### config.mk
export PLATFORM = sky130hd
export DESIGN_NAME = pattern_match_stream
export DESIGN_NICKNAME = d
export VERILOG_FILES = /design/src/rtl/pm_pkg.sv /design/src/rtl/pm_popcount.sv /design/src/rtl/pattern_match_stream.sv
export SDC_FILE = /design/constraint.sdc
export NUM_CORES = 1
export LEC_CHECK = 0
export CORE_MARGIN = 1
export CORE_UTILIZATION = 26
export DETAILED_ROUTE_END_ITERATION = 10
export MAX_ROUTING_LAYER = met4
export PLACE_DENSITY = 0.56
export SLEW_MARGIN = 20
export SYNTH_ARGS = -nofsm -noshare
export SYNTH_HDL_FRONTEND = slang
export SYNTH_SLANG_ARGS = --single-unit
### constraint.sdc
create_clock -name clk -period 5 [get_ports clk]
set_clock_uncertainty 0.15 [all_clocks]
set_input_delay 1.25 -clock clk [delete_from_list [all_inputs] [get_ports clk]]
set_output_delay 1.25 -clock clk [all_outputs]
set_load 0.005 [all_outputs]
### src/rtl/pm_pkg.sv
// -----------------------------------------------------------------------------
// pm_pkg
// Shared definitions for the streaming pattern matcher.
//   - pm_state_e      : run-control state encoding
//   - pm_len_w()      : width of a length/count field able to hold 0..n
//   - pm_chunk_offset(): bit ordering helper. Chunks are MSB-first: bit w-1
//                        of a chunk is the earliest bit in the stream, so bit
//                        j sits w-1-j positions after the chunk's first bit.
// -----------------------------------------------------------------------------
package pm_pkg;

  typedef enum logic [1:0] {
    ST_IDLE  = 2'b00,
    ST_RUN   = 2'b01,
    ST_FLUSH = 2'b10,
    ST_DONE  = 2'b11
  } pm_state_e;

  // Bits needed to represent the values 0..n inclusive.
  function automatic int pm_len_w(input int n);
    return $clog2(n + 1);
  endfunction

  // Stream position of chunk bit j relative to the chunk's first bit.
  function automatic int pm_chunk_offset(input int j, input int w);
    return w - 1 - j;
  endfunction

endpackage

### src/rtl/pm_popcount.sv
// -----------------------------------------------------------------------------
// pm_popcount
// Combinational population count of a W-bit vector.
// Ports:
//   bits  in  W                 vector to count
//   count out pm_len_w(W)       number of ones in bits
// -----------------------------------------------------------------------------
module pm_popcount
  import pm_pkg::*;
#(
  parameter  int W    = 16,
  localparam int CNTW = pm_len_w(W)
) (
  input  logic [W-1:0]    bits,
  output logic [CNTW-1:0] count
);

  // NOTE: every variable written in always_comb gets a default before any
  // conditional or loop updates it; otherwise a path that skips the write
  // would infer a latch.
  always_comb begin
    count = '0;
    for (int i = 0; i < W; i++) begin
      count = count + CNTW'(bits[i]);
    end
  end

endmodule

### src/rtl/pattern_match_stream.sv
// -----------------------------------------------------------------------------
// pattern_match_stream
// Counts every occurrence, overlapping ones included, of a runtime-loaded bit
// pattern in a serial stream delivered as W-bit MSB-first chunks.
//
// Optional feature: define PM_WILDCARD_EN to add input pat_mask; a 0 bit in
// the mask makes that pattern position don't-care.
//
// Ports:
//   clk          in   1        clock
//   reset        in   1        asynchronous, active-high
//   start        in   1        pulse: latch pattern, clear count, begin a run
//   pat_data     in   P        pattern, bit pat_len-1 matched first
//   pat_len      in   LW       active pattern length, legal 1..P
//   pat_mask     in   P        (PM_WILDCARD_EN only) 1 = compare, 0 = ignore
//   in_valid     in   1        chunk valid
//   in_ready     out  1        chunk accepted when in_valid & in_ready
//   in_data      in   W        chunk, bit W-1 earliest in stream
//   in_last      in   1        final chunk of the run
//   match_count  out  CW       occurrences found in current/last run
//   count_sat    out  1        match_count clamped at all-ones (sticky)
//   busy         out  1        run in progress (RUN or FLUSH)
//   done         out  1        run complete, match_count final
//   err          out  1        pulse: start rejected for illegal pat_len
//
// Pipeline: stage 1 registers the window history and the valid-match vector
// of the accepted chunk; stage 2 adds its popcount into match_count.
// -----------------------------------------------------------------------------
module pattern_match_stream
  import pm_pkg::*;
#(
  parameter  int W  = 16,
  parameter  int P  = 8,
  parameter  int CW = 16,
  localparam int LW = pm_len_w(P)
) (
  input  logic          clk,
  input  logic          reset,
  input  logic          start,
  input  logic [P-1:0]  pat_data,
  input  logic [LW-1:0] pat_len,
`ifdef PM_WILDCARD_EN
  input  logic [P-1:0]  pat_mask,
`endif
  input  logic          in_valid,
  output logic          in_ready,
  input  logic [W-1:0]  in_data,
  input  logic          in_last,
  output logic [CW-1:0] match_count,
  output logic          count_sat,
  output logic          busy,
  output logic          done,
  output logic          err
);

  localparam int WINW = W + P - 1;              // window: history + new chunk
  localparam int HW   = (P > 1) ? P - 1 : 1;    // history bits carried over
  localparam int PCW  = pm_len_w(W);            // popcount width
  localparam int SUMW = ((CW > PCW) ? CW : PCW) + 1;

  pm_state_e state_q, state_d;

  logic [P-1:0]    pat_q;       // latched pattern
  logic [P-1:0]    care_q;      // positions that must match (length & mask)
  logic [LW-1:0]   len_q;       // latched pattern length
  logic [LW-1:0]   bit_cnt_q;   // stream bits seen, saturating at P
  logic [HW-1:0]   hist_q;      // last P-1 stream bits before the next chunk
  logic [W-1:0]    match_q;     // stage-1 valid-match vector
  logic [CW-1:0]   count_q;
  logic            sat_q;
  logic            err_q;

  logic [P-1:0]    mask_in;
  logic [P-1:0]    care_new;
  logic            idle_like;
  logic            len_ok;
  logic            start_ok;
  logic            start_bad;
  logic            accept;
  logic [WINW-1:0] window;
  logic [W-1:0]    match_d;
  logic [LW-1:0]   bit_cnt_d;
  logic [PCW-1:0]  pop;
  logic [SUMW-1:0] sum;
  logic [CW-1:0]   count_d;
  logic            sat_d;

`ifdef PM_WILDCARD_EN
  assign mask_in = pat_mask;
`else
  assign mask_in = '1;
`endif

  // ---------------------------------------------------------------------------
  // Run control
  // ---------------------------------------------------------------------------
  assign idle_like = (state_q == ST_IDLE) || (state_q == ST_DONE);
  assign len_ok    = (pat_len != '0) && (pat_len <= LW'(P));
  assign start_ok  = start && idle_like && len_ok;
  assign start_bad = start && idle_like && !len_ok;
  assign accept    = in_valid && (state_q == ST_RUN);

  always_ff @(posedge clk or posedge reset) begin
    if (reset) begin
      state_q <= ST_IDLE;
    end else begin
      // NOTE: sequential state is updated with non-blocking assignments so
      // every flop samples pre-edge values regardless of statement order.
      state_q <= state_d;
    end
  end

  always_comb begin
    state_d  = state_q;
    in_ready = 1'b0;
    busy     = 1'b0;
    done     = 1'b0;
    case (state_q)
      ST_IDLE, ST_DONE: begin
        done = (state_q == ST_DONE);
        if (start_ok) state_d = ST_RUN;
      end
      ST_RUN: begin
        in_ready = 1'b1;
        busy     = 1'b1;
        if (accept && in_last) state_d = ST_FLUSH;
      end
      ST_FLUSH: begin
        // Stage 2 absorbs the last match vector on the edge leaving FLUSH,
        // so the count is final when DONE is entered.
        busy    = 1'b1;
        state_d = ST_DONE;
      end
      default: state_d = ST_IDLE;
    endcase
  end

  assign err         = err_q;
  assign match_count = count_q;
  assign count_sat   = sat_q;

  // ---------------------------------------------------------------------------
  // Stage 1: window and parallel match
  // ---------------------------------------------------------------------------
  // Positions at or above pat_len are outside the pattern and never compared.
  always_comb begin
    care_new = '0;
    for (int k = 0; k < P; k++) begin
      care_new[k] = (LW'(k) < pat_len) && mask_in[k];
    end
  end

  // Window bit 0 is the newest bit; only the history part needs storage,
  // the rest is the chunk being accepted this cycle.
  generate
    if (P > 1) begin : g_window
      assign window = {hist_q, in_data};
    end else begin : g_window_p1
      assign window = in_data;
    end
  endgenerate

  // Alignment j ends at window bit j: pattern bit k is compared with window
  // bit j+k. It is valid only once pat_len bits of the run exist up to and
  // including its end bit, which makes every cross-chunk match appear in
  // exactly one chunk's vector.
  always_comb begin
    match_d = '0;
    if (accept) begin
      for (int j = 0; j < W; j++) begin
        match_d[j] = ~|((window[j +: P] ^ pat_q) & care_q) &&
                     (int'(bit_cnt_q) + pm_chunk_offset(j, W) >= int'(len_q) - 1);
      end
    end
  end

  always_comb begin
    if (int'(bit_cnt_q) + W >= P) bit_cnt_d = LW'(P);
    else                          bit_cnt_d = bit_cnt_q + LW'(W);
  end

  // ---------------------------------------------------------------------------
  // Stage 2: popcount and saturating accumulate
  // ---------------------------------------------------------------------------
  pm_popcount #(.W(W)) u_popcount (
    .bits  (match_q),
    .count (pop)
  );

  always_comb begin
    sum     = SUMW'(count_q) + SUMW'(pop);
    count_d = sum[CW-1:0];
    sat_d   = sat_q;
    if (sum > SUMW'({CW{1'b1}})) begin
      count_d = {CW{1'b1}};
      sat_d   = 1'b1;
    end
  end

  // NOTE: the datapath flops are reset as well, so an asynchronous reset
  // mid-run discards the pipeline and leaves no partial count behind.
  always_ff @(posedge clk or posedge reset) begin
    if (reset) begin
      pat_q     <= '0;
      care_q    <= '0;
      len_q     <= '0;
      bit_cnt_q <= '0;
      hist_q    <= '0;
      match_q   <= '0;
      count_q   <= '0;
      sat_q     <= 1'b0;
      err_q     <= 1'b0;
    end else begin
      err_q <= start_bad;
      if (start_ok) begin
        pat_q     <= pat_data;
        care_q    <= care_new;
        len_q     <= pat_len;
        bit_cnt_q <= '0;
        hist_q    <= '0;
        match_q   <= '0;
        count_q   <= '0;
        sat_q     <= 1'b0;
      end else begin
        // match_d is zero on bubbles, so stalls add nothing to the count.
        match_q <= match_d;
        count_q <= count_d;
        sat_q   <= sat_d;
        if (accept) begin
          hist_q    <= window[HW-1:0];
          bit_cnt_q <= bit_cnt_d;
        end
      end
    end
  end

endmodule
==> results of run 1 <==
==> metrics by stage <==
step / setup slack, ns / TNS, ns
finish: -0.07735 / -0.1594
global route: -0.2406 / -2.323
CTS: -0.09134 / -0.3650
detailed placement: -0.2609 / -3.211
global placement: -0.1528 / -2.011
floorplan: 0.004132 / 0
==> repair_timing <==
item                                   CTS  global route
setup endpoints to repair               17            17
setup buffers                            2             2
gates resized for setup                 16            32
endpoints found under the hold margin    0             0
pin swaps                                4            13
==> kinds of logic (layout without fill, tap and decap cells) <==
group	Yosys count	after routing	share of synthesized area (%)
compound gates	172	172	20.90
xor+xnor	138	138	21.39
simple gates	140	140	12.78
buf+inv	104	127	8.038
fa+ha+maj	34	34	8.990
flops	63	63	27.90
==> cell type report <==
type | count | area share [%]
Clock inverter | 3 | 0.2552
Sequential cell | 63 | 22.97
Multi-Input combinational cell | 484 | 55.71
Inverter | 37 | 2.023
Clock buffer | 13 | 3.791
Timing Repair Buffer | 74 | 10.24
Tap cell | 275 | 5.013
==> synth_stat cells, drive strengths merged (3+ instances only) <==
cell	count	area (µm²)
xor2	130	1139
inv	37	138.9
or4	3	26.27
a41oi	6	52.55
o31ai	4	30.03
a21boi	4	30.03
a22oi	63	473.0
a31oi	6	37.54
o21ai	21	105.1
a211oi	15	112.6
buf	33	187.7
dfrtp	63	1577
a21oi	28	140.1
nand2b	5	31.28
nor3	10	50.05
xnor2	8	70.07
o21a	3	22.52
a311oi	3	26.28
a21o	4	30.03
and4	3	26.28
nor3b	3	22.52
nand2	57	221.5
o22ai	4	25.02
nand4	14	87.58
and2	5	31.28
nand3	7	40.04
nor2b	3	18.77
fa	11	220.2
ha	23	287.8
and3	7	48.80
nor2	15	56.30
clkbuf	34	127.6
==> where the power goes <==
group | switching (W) | leakage, nW | internal, W
Combinational | 0.000901 | 2.06 | 0.000807
Sequential | 0.000547 | 0.827 | 0.000617
Clock | 0.000226 | 0.136 | 0.000361
==> per-layer routing <==
| metal | part of all wire, % | routed length (µm) | track usage, % |
|---|---|---|---|
| met2 | 47 | 7590 | 23.15 |
| met4 | 2.0 | 320 | 5.255 |
| met1 | 47 | 7559 | 20.41 |
| met5 | 0 | 0 | - |
| met3 | 4.1 | 667 | 1.799 |
==> critical path, delay by kind of cell, from the launching register on <==
family | cells | cell delay [ns]
flops | 1 | 0.37
buf+inv | 3 | 0.25
fa+ha+maj | 8 | 3.39
simple gates | 1 | 0.40
compound gates | 3 | 0.46
==> flip-flops by register name (all words and copies together), names as in the netlist <==
| register | cells |
|---|---|
| hist_q | 7 |
| match_count | 16 |
| care_q | 8 |
| count_sat | 1 |
| state_q | 2 |
| pat_q | 8 |
| len_q | 3 |
| bit_cnt_q | 1 |
| err | 1 |
| match_q | 16 |
==> final timing paths <==
check | from | slack, ns | depth (start not counted) | end
hold reg to reg | count_sat | 0.36 | 2 | count_sat
min in group asynchronous | reset | 1.21 | 2 | count_sat
setup reg to reg | match_q[0] | -0.08 | 15 | match_count[7]
max in group asynchronous | reset | 2.59 | 3 | pat_q[7]
hold / removal | count_sat | 0.36 | 2 | count_sat
setup / recovery | match_q[0] | -0.08 | 15 | match_count[7]
==> summary.md, run 1 <==
| Metric | Value |
|---|---|
| Largest net degree at the start of global routing | `39` |
| RSZ-0062 raised after global routing | `true` |
| Worst Max-Slew Pin Slew | `around 1.1 ns` |
| Post-synth EDFFs | `0` |
| Vias in the first global route | `about 4.7k` |
| CORE AREA | `between 0.02 and 0.025 mm²` |
| Worst-Skew Late Latency | `~0.33 ns` |
| GRT overflow | `0` |
| Total power | `about 0.0035 W` |
| Slowest-stage cell, CP | `fa_1` |
| Die width | `149.4 µm` |
| Clk slew on worst S/H paths | `about 0.050 ns` |
| H-tree Lvls | `3` |
| First-pass GRT wire length | `25.79 mm` |
| Max Freq | `~0.20 GHz` |
| Final Util | `32.45%` |
| Dominant synthesized flop cell | `dfrtp_1` |
| I/O Buffers | `53` |
| Via density | `5.122` |
| Hold_buf cts | `0` |
| P&R area growth vs syn | `21.48%` |
| Initial antenna violation count | `0` |
| Final Wtd Congestion | `about 0.84` |
| Non-filler cells, final | `roughly 950` |
| TritonCTS clock tree | `yes` |
| TritonRoute pass-1 iters | `5` |
| WP data required | `5.09 ns` |
| Max-slew violation count | `0` |
| Max-cap viol count | `0` |
| Share of cells above drive strength 1 | `10.68%` |
| Clock sinks | `63` |
| Placed Cells | `between 900 and 1k` |
| CP Max Fanout | `4` |
| Setup violators final | `4` |
| Io pins | `between 50 and 60` |
| Synthesized net count | `718` |
| DR DRC count | `0` |
| Row cnt | `53` |
| P_leak | `a little over 3 nW` |
| Inserted Diodes | `0` |
| CP Cell Sequence | `ha_1 > inv_2 > fa_1 > fa_1 > fa_1 > fa_1 > fa_2 > fa_2 > inv_2 > ha_4 > a211oi_4 > buf_4 > o21a_1 > or4_1 > a31oi_1` |
| Cell mode on critical path | `fa_1` |
| Layout Cell Area excl Fill | `0.006864 mm²` |
| Wirelength, routed | `16.14 mm` |
| Fin crit share | `101.5%` |
| Placement-stage cell area | `0.006345 mm²` |
| GR Util All Layers | `15.09%` |
| Via count | `between 4k and 5k` |
| HP Class | `flip-flop to flip-flop` |
| Worst hold slack | `about 0.36 ns` |
| Die Y | `149.4 µm` |
| CTS Buf Count | `9` |
| Fillers | `2181` |
| Data arrival, critical path | `a little over 5 ns` |
| Dpl hpwl | `between 10 and 15 mm` |
| Remaining antenna violation count | `0` |
| Synth async-reset ratio | `between 90% and 100%` |
| Mapped Avg Cell Area | `8.680 µm²` |
| PnR worst setup slack | `-0.07735 ns` |
| Worst Setup Start Kind | `flip-flop` |
| Die ar. | `0.02233 mm²` |
| Nets | `roughly 740` |
| Status | `complete, but fails checks` |
| First DRT Iteration DRCs | `between 200 and 300` |
| Drt wl/cell | `~17 µm` |
| Maximum vdd drop | `213.0 µV` |
| Multi-input gate area | `between 0.003 and 0.004 mm²` |
| Final min period | `~5.1 ns` |
| Crit Path Class | `flip-flop to flip-flop` |
| Slew HR | `29.79%` |
| Slowest stage delay, CP | `around 0.54 ns` |
| Most frequent cells in the layout | `130 x xor2_1, 63 x a22oi_1, 63 x dfrtp_1` |
| Synth Cell Area | `0.005650 mm²` |
| Failing checks | `setup timing` |
| Effective utilization at floorplan | `26.71%` |
| Longest Clk Path Bufs | `2` |
| Sequential Area | `~0.0016 mm²` |
| Number of synthesized register bits | `between 60 and 70` |
| Crit end category | `flip-flop` |
| Fin. Hold Viols | `0` |
| Ys Warns | `0` |
| Root Driver | `clkbuf_16` |
| Sequential cell area fraction in the yosys report | `between 20% and 30%` |
| Distinct cells, synth | `53` |
| Pwr/cell area | `~500 mW/mm²` |
| Gate Count Post-Synth | `approximately 650` |
| Commonest non-fill, non-tap cell in the layout | `xor2_1` |
(Power assumes the default switching activity.)
==> run 2: changes to the inputs <==
--- a/config.mk
+++ b/config.mk
@@ -8,9 +8,11 @@
 export CORE_MARGIN = 1
 export CORE_UTILIZATION = 26
 export DETAILED_ROUTE_END_ITERATION = 10
+export DONT_BUFFER_PORTS = 1
 export MAX_ROUTING_LAYER = met4
-export PLACE_DENSITY = 0.56
+export PLACE_DENSITY = 0.53
 export SLEW_MARGIN = 20
 export SYNTH_ARGS = -nofsm -noshare
 export SYNTH_HDL_FRONTEND = slang
 export SYNTH_SLANG_ARGS = --single-unit
+export TNS_END_PERCENT = 50
==> summary.md, run 2 (synthesis gave the netlist of run 1 again) <==
| Metric | Value |
|---|---|
| Status | `complete, but fails checks` |
| Failing checks | `setup timing` |
| Final Util | `29.82% (-2.6 points)` |
| Crit Path Class | `flip-flop to flip-flop` |
| Via count | `4701 (-3.3%)` |
| I/O Buffers | `0 (-100%)` |
| Wirelength, routed | `16.29 mm (+0.95%)` |
| P&R area growth vs syn | `11.65%` |
| Longest Clk Path Bufs | `2 (unchanged)` |
| Initial antenna violation count | `0 (unchanged)` |
| Effective utilization at floorplan | `26.71% (unchanged)` |
| Io pins | `54 (unchanged)` |
| Die Y | `149.4 µm (unchanged)` |
| H-tree Lvls | `3 (unchanged)` |
| P_leak | `2.843 nW (-5.8%)` |
| Final min period | `5.042 ns (-0.03515 ns)` |
| Cell mode on critical path | `fa_1` |
| R2R cell count | `15 (unchanged)` |
| Data arrival, critical path | `5.14 ns (-0.03 ns)` |
| Share of cells above drive strength 1 | `10.16% (-0.52 points)` |
| R2R Setup Slk | `-0.04 ns (+0.04 ns)` |
| TritonCTS clock tree | `yes` |
| TritonRoute pass-1 iters | `5 (unchanged)` |
| Most frequent cells in the layout | `130 x xor2_1, 63 x a22oi_1, 63 x dfrtp_1` |
| Pre-CTS WS | `-0.4398 ns (-0.1789 ns)` |
| Die ar. | `0.02233 mm² (unchanged)` |
| Crit end category | `flip-flop` |
| Hold path endpoint | `hist_q[6]` |
| GR Util All Layers | `15.56% (+0.47 points)` |
| Final Wtd Congestion | `0.8132 (-2.8%)` |
| Fin crit share | `100.8% (-0.70 points)` |
| Remaining antenna violation count | `0 (unchanged)` |
| First DRT Iteration DRCs | `430 (+50%)` |
| Max-cap viol count | `0 (unchanged)` |
| Maximum vdd drop | `215.0 µV (+0.94%)` |
| GRT overflow | `0 (unchanged)` |
| Worst-Skew Late Latency | `0.33 ns (about the same)` |
| Dpl hpwl | `10.93 mm (+1.6%)` |
| Inserted Diodes | `0 (unchanged)` |
| Setup TNS | `-0.07415 ns (+0.08523 ns)` |
| CP Cell Sequence | `ha_1 > inv_2 > fa_1 > fa_1 > fa_1 > fa_1 > fa_2 > fa_2 > inv_2 > ha_4 > a211oi_4 > buf_4 > o21a_1 > or4_1 > a31oi_1` |
| Via density | `5.253 (+2.5%)` |
| Clock sinks | `63 (unchanged)` |
| Worst r2r src | `match_q[1]` |
| Die width | `149.4 µm (unchanged)` |
| Reg2reg end | `match_count[7]` |
| Max Freq | `0.1983 GHz (+0.70%)` |
| Setup violators final | `3 (-1)` |
| CTS Buf Count | `9 (unchanged)` |
| Worst Setup Start Kind | `flip-flop` |
| Drt wl/cell | `18.20 µm (+7.0%)` |
| First-pass GRT wire length | `26.25 mm (+1.8%)` |
| Slew HR | `28.02% (-1.8 points)` |
| PnR worst setup slack | `-0.04220 ns (+0.03515 ns)` |
| Vias in the first global route | `4674 (-0.95%)` |
| Hold depth | `2 (unchanged)` |
| Slowest stage delay, CP | `0.54 ns (about the same)` |
| DR DRC count | `0 (unchanged)` |
| Max-slew violation count | `0 (unchanged)` |
| Slowest-stage cell, CP | `fa_2` |
| Clk slew on worst S/H paths | `0.06 ns (about the same)` |
| Nets | `684 (-7.1%)` |
| Fin. Hold Viols | `0 (unchanged)` |
| Root Driver | `clkbuf_16` |
| Placed Cells | `877 (-5.6%)` |
| Hold_buf cts | `0 (unchanged)` |
| WP data required | `5.10 ns (about the same)` |
| CORE AREA | `0.02115 mm² (unchanged)` |
| Largest net degree at the start of global routing | `39 (unchanged)` |
| Commonest non-fill, non-tap cell in the layout | `xor2_1` |
| Worst Max-Slew Pin Slew | `1.080 ns (+0.02653 ns)` |
| RSZ-0062 raised after global routing | `true` |
| CP Max Fanout | `4 (unchanged)` |
| Non-filler cells, final | `895 (-5.7%)` |
| Row cnt | `53 (unchanged)` |
| HP Class | `flip-flop to flip-flop` |
| Pwr/cell area | `550.6 mW/mm² (+9.3%)` |
| Hold Startpoint | `hist_q[6]` |
[run 2: changes by cell type in the layout (fill, tap and decap cells not counted), sizes merged]
cell	previous run	this run
clkinv	2	0
buf	21	22
clkdlybuf4s50	53	0
clkbuf	13	11
bufinv	0	2
[run 2: critical path: cells and delay by family (launching register included)]
family | cells | cell delay (ns)
buffers and inverters | 3 | 0.23
adders and majority gates | 8 | 3.37
DFF | 1 | 0.36
AOI/OAI and AO/OA | 3 | 0.44
and+or+nand+nor | 1 | 0.40
[run 2: routing by layer]
layer	track usage (%)	wire length (µm)	share of wire, %
met1	20.52	7512	46
met2	23.54	7645	47
met3	2.591	728	4.5
met4	6.276	405	2.5
met5	-	0	0
[run 2: final cells by class]
cell class | count | area [µm²]
clock buffers | 11 | 252.7
well taps | 275 | 344.1
fillers | 2201 | 14850
inverters | 37 | 138.9
multi-input cells | 484 | 3756
repair buffers | 22 | 172.7
flip-flops and latches | 63 | 1577
clock inverters | 3 | 67.56
[run 2: what timing repair did]
item                                    in CTS  in global routing
endpoints found under the hold margin        0                  0
setup buffers                                3                  1
endpoints found under the setup margin      17                 17
pin swaps                                    8                  7
resized for setup                           20                 10
[run 2: where the power goes]
part / internal (W) / total [W] / switching, W / leakage (nW)
Clock: 0.000458 / 0.000687 / 0.000229 / 0.154
Sequential: 0.000616 / 0.00117 / 0.000555 / 0.827
Combinational: 0.000747 / 0.00161 / 0.000867 / 1.86
Total: 0.00182 / 0.00347 / 0.00165 / 2.84
[run 2: worst max-delay path by stage]
stage / from / end / slack, ns
3_5_place_dp: match_q[0] / match_count[14] / -0.44
3_3_place_gp: match_q[0] / match_count[14] / -0.30
5_1_grt: match_q[1] / match_count[9] / -0.25
6_report: match_q[1] / match_count[7] / -0.04
4_1_cts: match_q[0] / match_count[7] / -0.14
2_1_floorplan: match_q[0] / match_count[7] / 0.004
[run 2: per-stage QoR]
| stage | area, µm² | total power [W] | hold slack, ns |
|---|---|---|---|
| after global routing | 6309 | 0.003738 | 0.4434 |
| after detailed placement | 5822 | 0.002747 | 0.3901 |
| after global placement | 5822 | 0.002728 | 0.3868 |
| final | 6309 | 0.003473 | 0.3964 |
| after floorplan | 5658 | 0.002390 | 0.3359 |
| after CTS | 6232 | 0.003456 | 0.3969 |
